<file path="src/rtl/piso_serializer.sv">
// piso_serializer: parallel-in/serial-out serializer with valid/ready load.
// Bits advance on shift_en ticks; direction is chosen per word.
// Back-to-back words are sent with no idle gap.
//
// Ports:
//   clk          in   rising-edge clock
//   reset        in   asynchronous, active-high reset
//   shift_en     in   bit-advance strobe (ignored while idle)
//   abort        in   synchronous frame kill, beats shift and load
//   load_valid   in   parallel_in / shift_dir are valid
//   load_ready   out  a word can be accepted this cycle (combinational)
//   parallel_in  in   word to serialize
//   shift_dir    in   0 = LSB first, 1 = MSB first; sampled on accept
//   serial_out   out  current serial bit (registered)
//   serial_valid out  serial_out carries a frame bit (registered)
//   busy         out  a frame is in progress
//   done         out  one-cycle pulse after the last bit retires
module piso_serializer #(
   parameter int   WIDTH      = 8,
   parameter logic IDLE_LEVEL = 1'b0
) (
   input  logic             clk,
   input  logic             reset,
   input  logic             shift_en,
   input  logic             abort,
   input  logic             load_valid,
   output logic             load_ready,
   input  logic [WIDTH-1:0] parallel_in,
   input  logic             shift_dir,
   output logic             serial_out,
   output logic             serial_valid,
   output logic             busy,
   output logic             done
);

   localparam int CNT_W = $clog2(WIDTH);
   localparam logic [CNT_W-1:0] LAST = CNT_W'(WIDTH - 1);

   typedef enum logic {
      S_IDLE,
      S_SHIFT
   } state_t;

   state_t           r_state;
   logic [WIDTH-1:0] r_shift;
   logic [CNT_W-1:0] r_cnt;
   logic             r_dir;
   logic             r_out;
   logic             r_valid;
   logic             r_done;

   logic             w_last;
   logic             w_accept;

   // Final tick of the frame: the slot where a follow-on word may load.
   assign w_last = (r_state == S_SHIFT) && shift_en && (r_cnt == LAST);

   assign load_ready = !abort && ((r_state == S_IDLE) || w_last);
   assign w_accept   = load_valid && load_ready;

   assign serial_out   = r_out;
   assign serial_valid = r_valid;
   assign busy         = (r_state == S_SHIFT);
   assign done         = r_done;

   always_ff @(posedge clk or posedge reset) begin
      if (reset) begin
         r_state <= S_IDLE;
         r_shift <= '0;
         r_cnt   <= '0;
         r_dir   <= 1'b0;
         r_out   <= IDLE_LEVEL;
         r_valid <= 1'b0;
         r_done  <= 1'b0;
      end else begin
         r_done <= 1'b0;
         if (abort) begin
            r_state <= S_IDLE;
            r_cnt   <= '0;
            r_out   <= IDLE_LEVEL;
            r_valid <= 1'b0;
         end else if (w_accept) begin
            // Loading on the final tick still retires the old frame.
            r_done  <= w_last;
            r_state <= S_SHIFT;
            r_cnt   <= '0;
            r_dir   <= shift_dir;
            r_valid <= 1'b1;
            if (shift_dir) begin
               r_out   <= parallel_in[WIDTH-1];
               r_shift <= parallel_in << 1;
            end else begin
               r_out   <= parallel_in[0];
               r_shift <= parallel_in >> 1;
            end
         end else if ((r_state == S_SHIFT) && shift_en) begin
            if (r_cnt == LAST) begin
               r_done  <= 1'b1;
               r_state <= S_IDLE;
               r_cnt   <= '0;
               r_out   <= IDLE_LEVEL;
               r_valid <= 1'b0;
            end else begin
               r_cnt <= r_cnt + CNT_W'(1);
               if (r_dir) begin
                  r_out   <= r_shift[WIDTH-1];
                  r_shift <= r_shift << 1;
               end else begin
                  r_out   <= r_shift[0];
                  r_shift <= r_shift >> 1;
               end
            end
         end
      end
   end

endmodule

</file>
<file path="config.mk">
export PLATFORM = sky130hd
export DESIGN_NAME = piso_serializer
export DESIGN_NICKNAME = d
export VERILOG_FILES = /design/src/rtl/piso_serializer.sv
export SDC_FILE = /design/constraint.sdc
export NUM_CORES = 1
export LEC_CHECK = 0
export BUFFER_PORTS_ARGS = -buffer_cell sky130_fd_sc_hd__buf_4
export CAP_MARGIN = 20
export CORE_UTILIZATION = 56
export CTS_BUF_LIST = sky130_fd_sc_hd__clkbuf_2
export CTS_CLUSTER_DIAMETER = 30
export CTS_CLUSTER_SIZE = 30
export DETAILED_ROUTE_END_ITERATION = 7
export GPL_TIMING_DRIVEN = 0
export PLACE_DENSITY_LB_ADDON = 0.05
export SLEW_MARGIN = 15
export SYNTH_ARGS = -nofsm -noshare
export SYNTH_HDL_FRONTEND = slang
export SYNTH_SLANG_ARGS = --single-unit
</file>
<file path="constraint.sdc">
create_clock -name clk -period 2.5 [get_ports clk]
set_clock_uncertainty 0.2 [all_clocks]
set_input_delay 0.5 -clock clk [delete_from_list [all_inputs] [get_ports clk]]
set_output_delay 0.5 -clock clk [all_outputs]
set_load 0.01 [all_outputs]
</file>
; ---- Yosys cells after proc, flatten, opt, wreduce, memory -nomap -nowiden
; Cells that the tools add are included.
; W data, S select, Z words.
[word_totals]
out_inout_bits = 5
ff_bits = 15
[op_classes]
n_mux = 23
bitwise_logic = 2
reduce_logical = 12
eq_ne = 2
add_sub_neg = 1
[op_table]
columns = op, n
row1 = $mux W8, 5
row2 = $mux W1, 14
row3 = $mux W3, 4
row4 = $reduce_bool A3 Y1, 2
row5 = $logic_and A1 B1 Y1, 4
row6 = $reduce_and A2 Y1, 2
row7 = $add A3 B1 Y3 const B, 1
row8 = $eq A3 B3 Y1 const B, 1
row9 = $reduce_and A3 Y1, 1
row10 = $ne A2 B2 Y1 const B, 1
row11 = $not A1 Y1, 2
row12 = $reduce_bool A2 Y1, 1
row13 = $logic_not A1 Y1, 1
row14 = $logic_or A1 B1 Y1, 1

; ---- Longest topological paths before layout
; Gate-level depths: netlist (run 1).
[depth]
word_depth = 7
mapped_depth = 7

; ---- Worst setup path after synthesis (run 1)
; Ideal clock, no wire load.
[synth_path]
path_type = register to register
startpoint = register r_cnt[0]
endpoint = register r_shift[2]
path_slack_ns = 0.403
arrival_time_ns = 1.772
stages_incl_launch_ff = 6
synth_period_minus_slack_ns = 2.097
path_buffers = 0
cell_sequence = dfrtp_1 ha_1 ha_1 nand2b_1 a221oi_4 mux2_2
[synth_between]
elab_chain_cells = 7
elab_cells_between_ends = 9
classes_between = eq/ne: 2 / mux: 1 / reduce/logical: 6
[synth_rtl]
columns = item, line_no
row1 = start: declaration, 46  ; logic [CNT_W-1:0] r_cnt;
row2 = start signal: assignment, 104  ; r_cnt <= r_cnt + CNT_W'(1);
row3 = $eq A3 B3 Y1 (*), "56, 97"
row4 = $logic_and A1 B1 Y1, 56  ; assign w_last = (r_state == S_SHIFT) && shift_en && (r_cnt == LAST);
row5 = $logic_or A1 B1 Y1, 58  ; assign load_ready = !abort && ((r_state == S_IDLE) || w_last);
row6 = $logic_and A1 B1 Y1, 58
row7 = $logic_and A1 B1 Y1, 59  ; assign w_accept = load_valid && load_ready;
row8 = $ne A2 B2 Y1 (no source line) / $reduce_bool A2 Y1 (equally long branches), -
row9 = $reduce_and A3 Y1 (no source line), -
row10 = end signal: assignment, 91  ; r_shift <= parallel_in << 1;
row11 = end signal: assignment, 94  ; r_shift <= parallel_in >> 1;
row12 = end signal: assignment, 107  ; r_shift <= r_shift << 1;
row13 = end: declaration, 45  ; logic [WIDTH-1:0] r_shift;
; Mark *: on every way between the ends. The rest lies on a longest branch, timed or not.
; A chain may end at the register's enable or synchronous reset.

; ---- Worst setup path after layout (run 1)
[layout_path]
startpoint = register r_cnt[0]
endpoint = output port load_ready
[layout_between]
elab_chain_cells = 4
[layout_rtl]
columns = item, line_no
row1 = $eq A3 B3 Y1, 56
row2 = $logic_and A1 B1 Y1, 56
row3 = $logic_or A1 B1 Y1, 58
row4 = $logic_and A1 B1 Y1, 58
row5 = end: declaration, 27  ; output logic load_ready,
; No other way between the ends.

==> results of run 1 <==
-- worst max-delay path by stage --
stage	to	slack [ps]	startpoint	depth (start not counted)
floorplan	r_shift[2]$_DFFE_PP0P_	400	r_cnt[0]$_DFFE_PP0P_	5
finish	load_ready	160	r_cnt[0]$_DFFE_PP0P_	5
detailed placement	r_shift[5]$_DFFE_PP0P_	210	r_cnt[0]$_DFFE_PP0P_	5
global placement	r_shift[5]$_DFFE_PP0P_	260	r_cnt[0]$_DFFE_PP0P_	5
global route	r_shift[5]$_DFFE_PP0P_	70	r_cnt[0]$_DFFE_PP0P_	5
CTS	load_ready	170	r_cnt[0]$_DFFE_PP0P_	5
-- per-layer routing --
| metal | vias to the layer above | track usage [%] | part of all wire (%) |
|---|---|---|---|
| li1 | 332 | - | - |
| met1 | 322 | 29.01 | 45 |
| met2 | 17 | 36.06 | 49 |
| met3 | 4 | 5.106 | 4.6 |
| met4 | 0 | 6.875 | 1.2 |
| met5 | - | 0 | 0 |
-- sequential cells by signal (all words and copies together), names as in the netlist --
signal        flops
done              1
r_cnt             3
r_dir             1
r_shift           8
serial_out        1
serial_valid      1
-- where the power goes --
part | internal [mW] | leakage [nW] | switching, mW
combinational | 0.133 | 0.330 | 0.101
sequential | 0.303 | 0.186 | 0.0506
clock | 0.0362 | 0.0164 | 0.0782
-- logic make-up (layout without fill, tap and decap cells) --
group,after synthesis,in the layout,synth area share [%]
AO/OA/AOI/OAI,9,9,9.140
adder cells (fa/ha/maj),2,2,2.688
buffers and inverters,8,28,5.107
flip-flops,15,15,40.32
multiplexers,27,27,30.11
AND/OR/NAND/NOR,20,20,12.64
-- final cells by class --
cell class                 count  area share [%]
inverter                       3           1.032
buffer                         5           3.326
clock buffer                   3           1.376
tap                           16           1.835
multi-input combinational     58           46.56
clock inverter                 1          0.4587
sequential                    15           34.40
timing repair buffer          16           11.01
-- worst max-delay path: stages (launching register included) --
cell	delay (ps)
dfrtp_1	440
ha_1	210
ha_1	280
a21boi_4	220
nor2_1	70
buf_4	150
-- Yosys cell counts --
library cell and number:
dfrtp_1 15, buf_2 2, nor3_1 5, nor2_1 5
ha_1 2, or3b_1 1, buf_6 1, a31oi_1 2
nand3b_1 2, or4_1 1, nor3b_1 1, o21ai_0 1
a221oi_4 1, mux2i_1 19, o31ai_1 1, mux2_2 8
nand3_1 1, nand2b_1 1, a21oi_1 3, nor3_4 1
buf_4 2, nand2_1 2, a21boi_4 1, inv_1 3
-- stage by stage --
| step | hold slack [ps] | setup WS (ps) | total power, mW | util [%] |
|---|---|---|---|---|
| finish | 42.70 | 157.2 | 0.7012 | 71.59 |
| global route | 71.81 | 66.69 | 0.7438 | 71.59 |
| CTS | 57.61 | 165.6 | 0.7054 | 71.59 |
| detailed placement | 330.4 | 211.5 | 0.5903 | 70.28 |
| floorplan | 201.5 | 403.3 | 0.5204 | - |
| global placement | 324.2 | 260.6 | 0.5788 | 70.28 |
==> impl_metrics.yaml, run 1 <==
routing:
  first_pass_iters: 4
  ant_nets: 0
  routed_wl_um: 1840
  routedWlPerCell_um: 15.73
  drc: 0
  drt_iter0_drc: 5
  vias_per_cell: 5.769
  num_vias: 675
worst_setup_path:
  r2r_end: "r_shift[6]$_DFFE_PP0P_"
  cp.arrival_ps: 1640
  reg2reg_slack_ps: 170
  path_max_fanout: 6
  end_kind: "output port"
  reg2reg_from: "r_cnt[0]$_DFFE_PP0P_"
  crit_path_start_kind: "flip-flop"
  path_class: "flip-flop to output port"
  r2r_cells: 5
  required_ps: 1800
synth:
  synth_top_area_share_pct: 40.32
  synthCells: 81
  ys_seq_elements: 15
  yosys.area.top_type: "dfrtp_1"
  ys_warn_count: 0
  syn_nets: 97
  synth_cell_type_count: 24
  avgSynthCellArea_um2: 11.49
  synthesis.area_um2: 930.9
  ys_seq_area_share_pct: 40.32
  netlist_top_cells_area: "dfrtp_1, mux2i_1, mux2_2, a221oi_4, ha_1"
pwr:
  pwr_density_cell_mw_per_mm2: 642.7
  p_leak_nw: 0.5316
  ir_drop_mv: 0.4118
timing:
  relSlewSlack_pct: 63.40
  final_hold_viol_count: 0
  min_period_ps: 2343
  min_period_over_period_pct: 93.71
  worst_pin_slew_ps: 548.4
  setup_violations: 0
  rsz0062_at_grt: "false"
  fin_tns_setup_ps: 0
  final_max_slew_viol_count: 0
  fmax_mhz: 426.8
final_layout:
  drive_above_1_share_pct: 35.64
  final_cell_area_mm2: 0.001091
  final_common_cell: "mux2i_1"
  area_growth_pct: 17.20
  nets: 118
  layout_common_cells: "mux2i_1, buf_4, dfrtp_1"
  fill_cells: 117
  antennaDiodeCount: 0
  seq_area_um2: 375.4
  multi_input_area_um2: 508.0
  stdcell_count: 117
global_routing:
  grt_pass1_wl_um: 2994
  antenna_found_initial: 0
  grt_max_degree: 16
  grt_pass1_vias: 677
  overflow: 0
  grt_usage_pct: 22.11
clock_network:
  cts_hold_buf: 0
  htree_num_levels: 1
  worstSkewPairLatency_ps: 280
  cts_setup_buffers: 0
  clkTransAtPathRegs_ps: 150
  cts_buffers: 3
  root_buffer: "clkbuf_2"
  cts_resized: 0
  clock_path_buffers: 2
  cts_tree: "built"
  cts_sinks: 15
die:
  die_height_um: 42.77
  initial_utilization_pct: 61.08
  ios: 19
  coreArea_mm2: 0.001524
  die_x_um: 42.77
  die_area_mm2: 0.001829
  row_count: 14
min_path:
  hold_class: "primary input to async pin"
place:
  place_area_mm2: 0.001071
  dp.cells: 113
  port_buffers: 16
  gp_congestion: 0.7871
  place_hpwl_um: 1362
run_status:
  status: "completed"
run:
  cap_violations: 0
(Power assumes the default switching activity.)
==> run 2, diff against run 1 <==
--- a/config.mk
+++ b/config.mk
@@ -7,8 +7,9 @@
 export LEC_CHECK = 0
 export BUFFER_PORTS_ARGS = -buffer_cell sky130_fd_sc_hd__buf_4
 export CAP_MARGIN = 20
+export CORE_MARGIN = 4
 export CORE_UTILIZATION = 56
-export CTS_BUF_LIST = sky130_fd_sc_hd__clkbuf_2
+export CTS_BUF_LIST = sky130_fd_sc_hd__clkbuf_4
 export CTS_CLUSTER_DIAMETER = 30
 export CTS_CLUSTER_SIZE = 30
 export DETAILED_ROUTE_END_ITERATION = 7
==> run 2 against run 1 <==
Net effect: sequential power decreased by 1%; fmax is 3.1% higher; combinational power fell by 2%; power up 3.2%; first-iteration DRC count is 40% lower; critical path depth unchanged; largest power group unchanged; via count is 1.2% lower; core utilization shrank 0.16 points.
==> impl_metrics.yaml, run 2 (synthesis gave the netlist of run 1 again) <==
run_status:
  status: "completed"
worst_setup_path:
  cp.arrival_ps: 1570
  crit_path_start_kind: "flip-flop"
  path_class: "flip-flop to output port"
  path_max_fanout: 6
  end_kind: "output port"
  cp-startpoint: "r_cnt[0]$_DFFE_PP0P_"
  required_ps: 1800
  reg2reg_from: "r_cnt[0]$_DFFE_PP0P_"
global_routing:
  grt_use_met1_pct: 19.88
  grt_max_degree: 16
  grt_pass1_vias: 641
  grt_use_met2_pct: 24.35
  top_usage_layer: "met2"
  overflow: 0
  antenna_found_initial: 0
  grtUsageMet3_pct: 5.505
  grt_pass1_wl_um: 2898
  grt_usage_pct: 15.58
clock_network:
  clock_path_buffers: 2
  root_buffer: "clkbuf_4"
  cts_hold_buf: 0
  cts_sinks: 15
  worstSkewPairLatency_ps: 290
  cts_buffers: 3
  clkTransAtPathRegs_ps: 90
  cts_tree: "built"
  cts_setup_buffers: 0
  htree_num_levels: 1
  cts_resized: 0
final_layout:
  final_common_cell: "mux2i_1"
  drive_above_1_share_pct: 35.64
  fin_util_pct: 71.43
  antennaDiodeCount: 0
  largest_register: "r_shift"
  area_growth_pct: 18.28
  reg_top3: "r_shift: 8 flops, r_cnt: 3 flops"
  layout_common_cells: "mux2i_1, buf_4, dfrtp_1"
  fill_cells: 121
  largest_register_ffs: 8
  nets: 118
timing:
  min_period_ps: 2273
  setup_violations: 0
  worst_pin_slew_ps: 564.8
  rsz0062_at_grt: "false"
  final_max_slew_viol_count: 0
  setup_slack_ps: 226.8
  fmax_mhz: 439.9
  fin_tns_setup_ps: 0
  final_hold_viol_count: 0
  min_period_over_period_pct: 90.93
  relSlewSlack_pct: 62.31
run:
  cap_violations: 0
die:
  die_area_mm2: 0.002379
  coreArea_mm2: 0.001541
  ios: 19
  row_count: 14
  initial_utilization_pct: 60.39
  die_x_um: 48.77
  die_height_um: 48.77
routing:
  routedWlPerCell_um: 14.45
  first_pass_iters: 4
  drc: 0
  ant_nets: 0
  drt_iter0_drc: 3
  vias_per_cell: 5.701
  num_vias: 667
  routed_wl_um: 1691
pwr:
  pwr_density_cell_mw_per_mm2: 657.0
  p_leak_nw: 0.5291
  ir_drop_mv: 0.5304
  total_power_mw: 0.7234
place:
  gp_congestion: 0.7605
  place_ws_ps: 230.2
  place_hpwl_um: 1302
  port_buffers: 16
min_path:
  hold_class: "primary input to async pin"
run 2: cell types whose count changed in the layout (fill, tap and decap cells not counted):
| cell | change |
|---|---|
| clkinvlp_4 | +1 |
| clkinv_2 | -1 |
| clkbuf_2 | -3 |
| clkbuf_4 | +3 |
run 2: report_power, final:
part           switching, mW  total [mW]  internal, mW
clock network         0.0837       0.145        0.0609
logic                 0.0972       0.230         0.133
registers             0.0458       0.349         0.303
total                  0.227       0.723         0.497
run 2: final timing paths:
| kind | endpoint | slack (ps) | depth (start not counted) |
|---|---|---|---|
| worst max-delay path | load_ready | 230 | 5 |
| min in group clk | serial_valid$_DFFE_PP0P_ | 230 | 3 |
| worst min-delay path | serial_valid$_DFFE_PP0P_ | 60 | 2 |
| worst max register to register | r_shift[3]$_DFFE_PP0P_ | 240 | 5 |
| max in group asynchronous | serial_out$_DFFE_PP0P_ | 1680 | 2 |
| worst min register to register | r_shift[6]$_DFFE_PP0P_ | 350 | 1 |
run 2: per-stage QoR:
step	cells	hold slack [ps]	cell area, um2
detailed placement	113	333.2	1071
CTS	117	59.33	1101
global route	117	77.37	1101
finish	117	57.05	1101
global placement	113	324.2	1071
floorplan	81	201.5	930.9
run 2: routing by layer:
layer | routed length, um | part of all wire, %
met1 | 781 | 46
met2 | 809 | 48
met3 | 83 | 4.9
met4 | 16 | 0.95
met5 | 0 | 0
run 2: layout make-up:
cell class | instances | area (um2) | area share, %
tap | 16 | 20.02 | 1.818
buffer | 5 | 36.28 | 3.295
inverter | 3 | 11.26 | 1.023
multi-input combinational | 58 | 508.0 | 46.14
clock inverter | 1 | 7.507 | 0.6818
timing repair buffer | 16 | 120.1 | 10.91
clock buffer | 3 | 22.52 | 2.045
sequential | 15 | 375.4 | 34.09
run 2: worst max-delay path: stages (launching register included):
cell	delay, ps
dfrtp_1	400
ha_1	200
ha_1	270
a21boi_4	210
nor2_1	60
buf_4	150
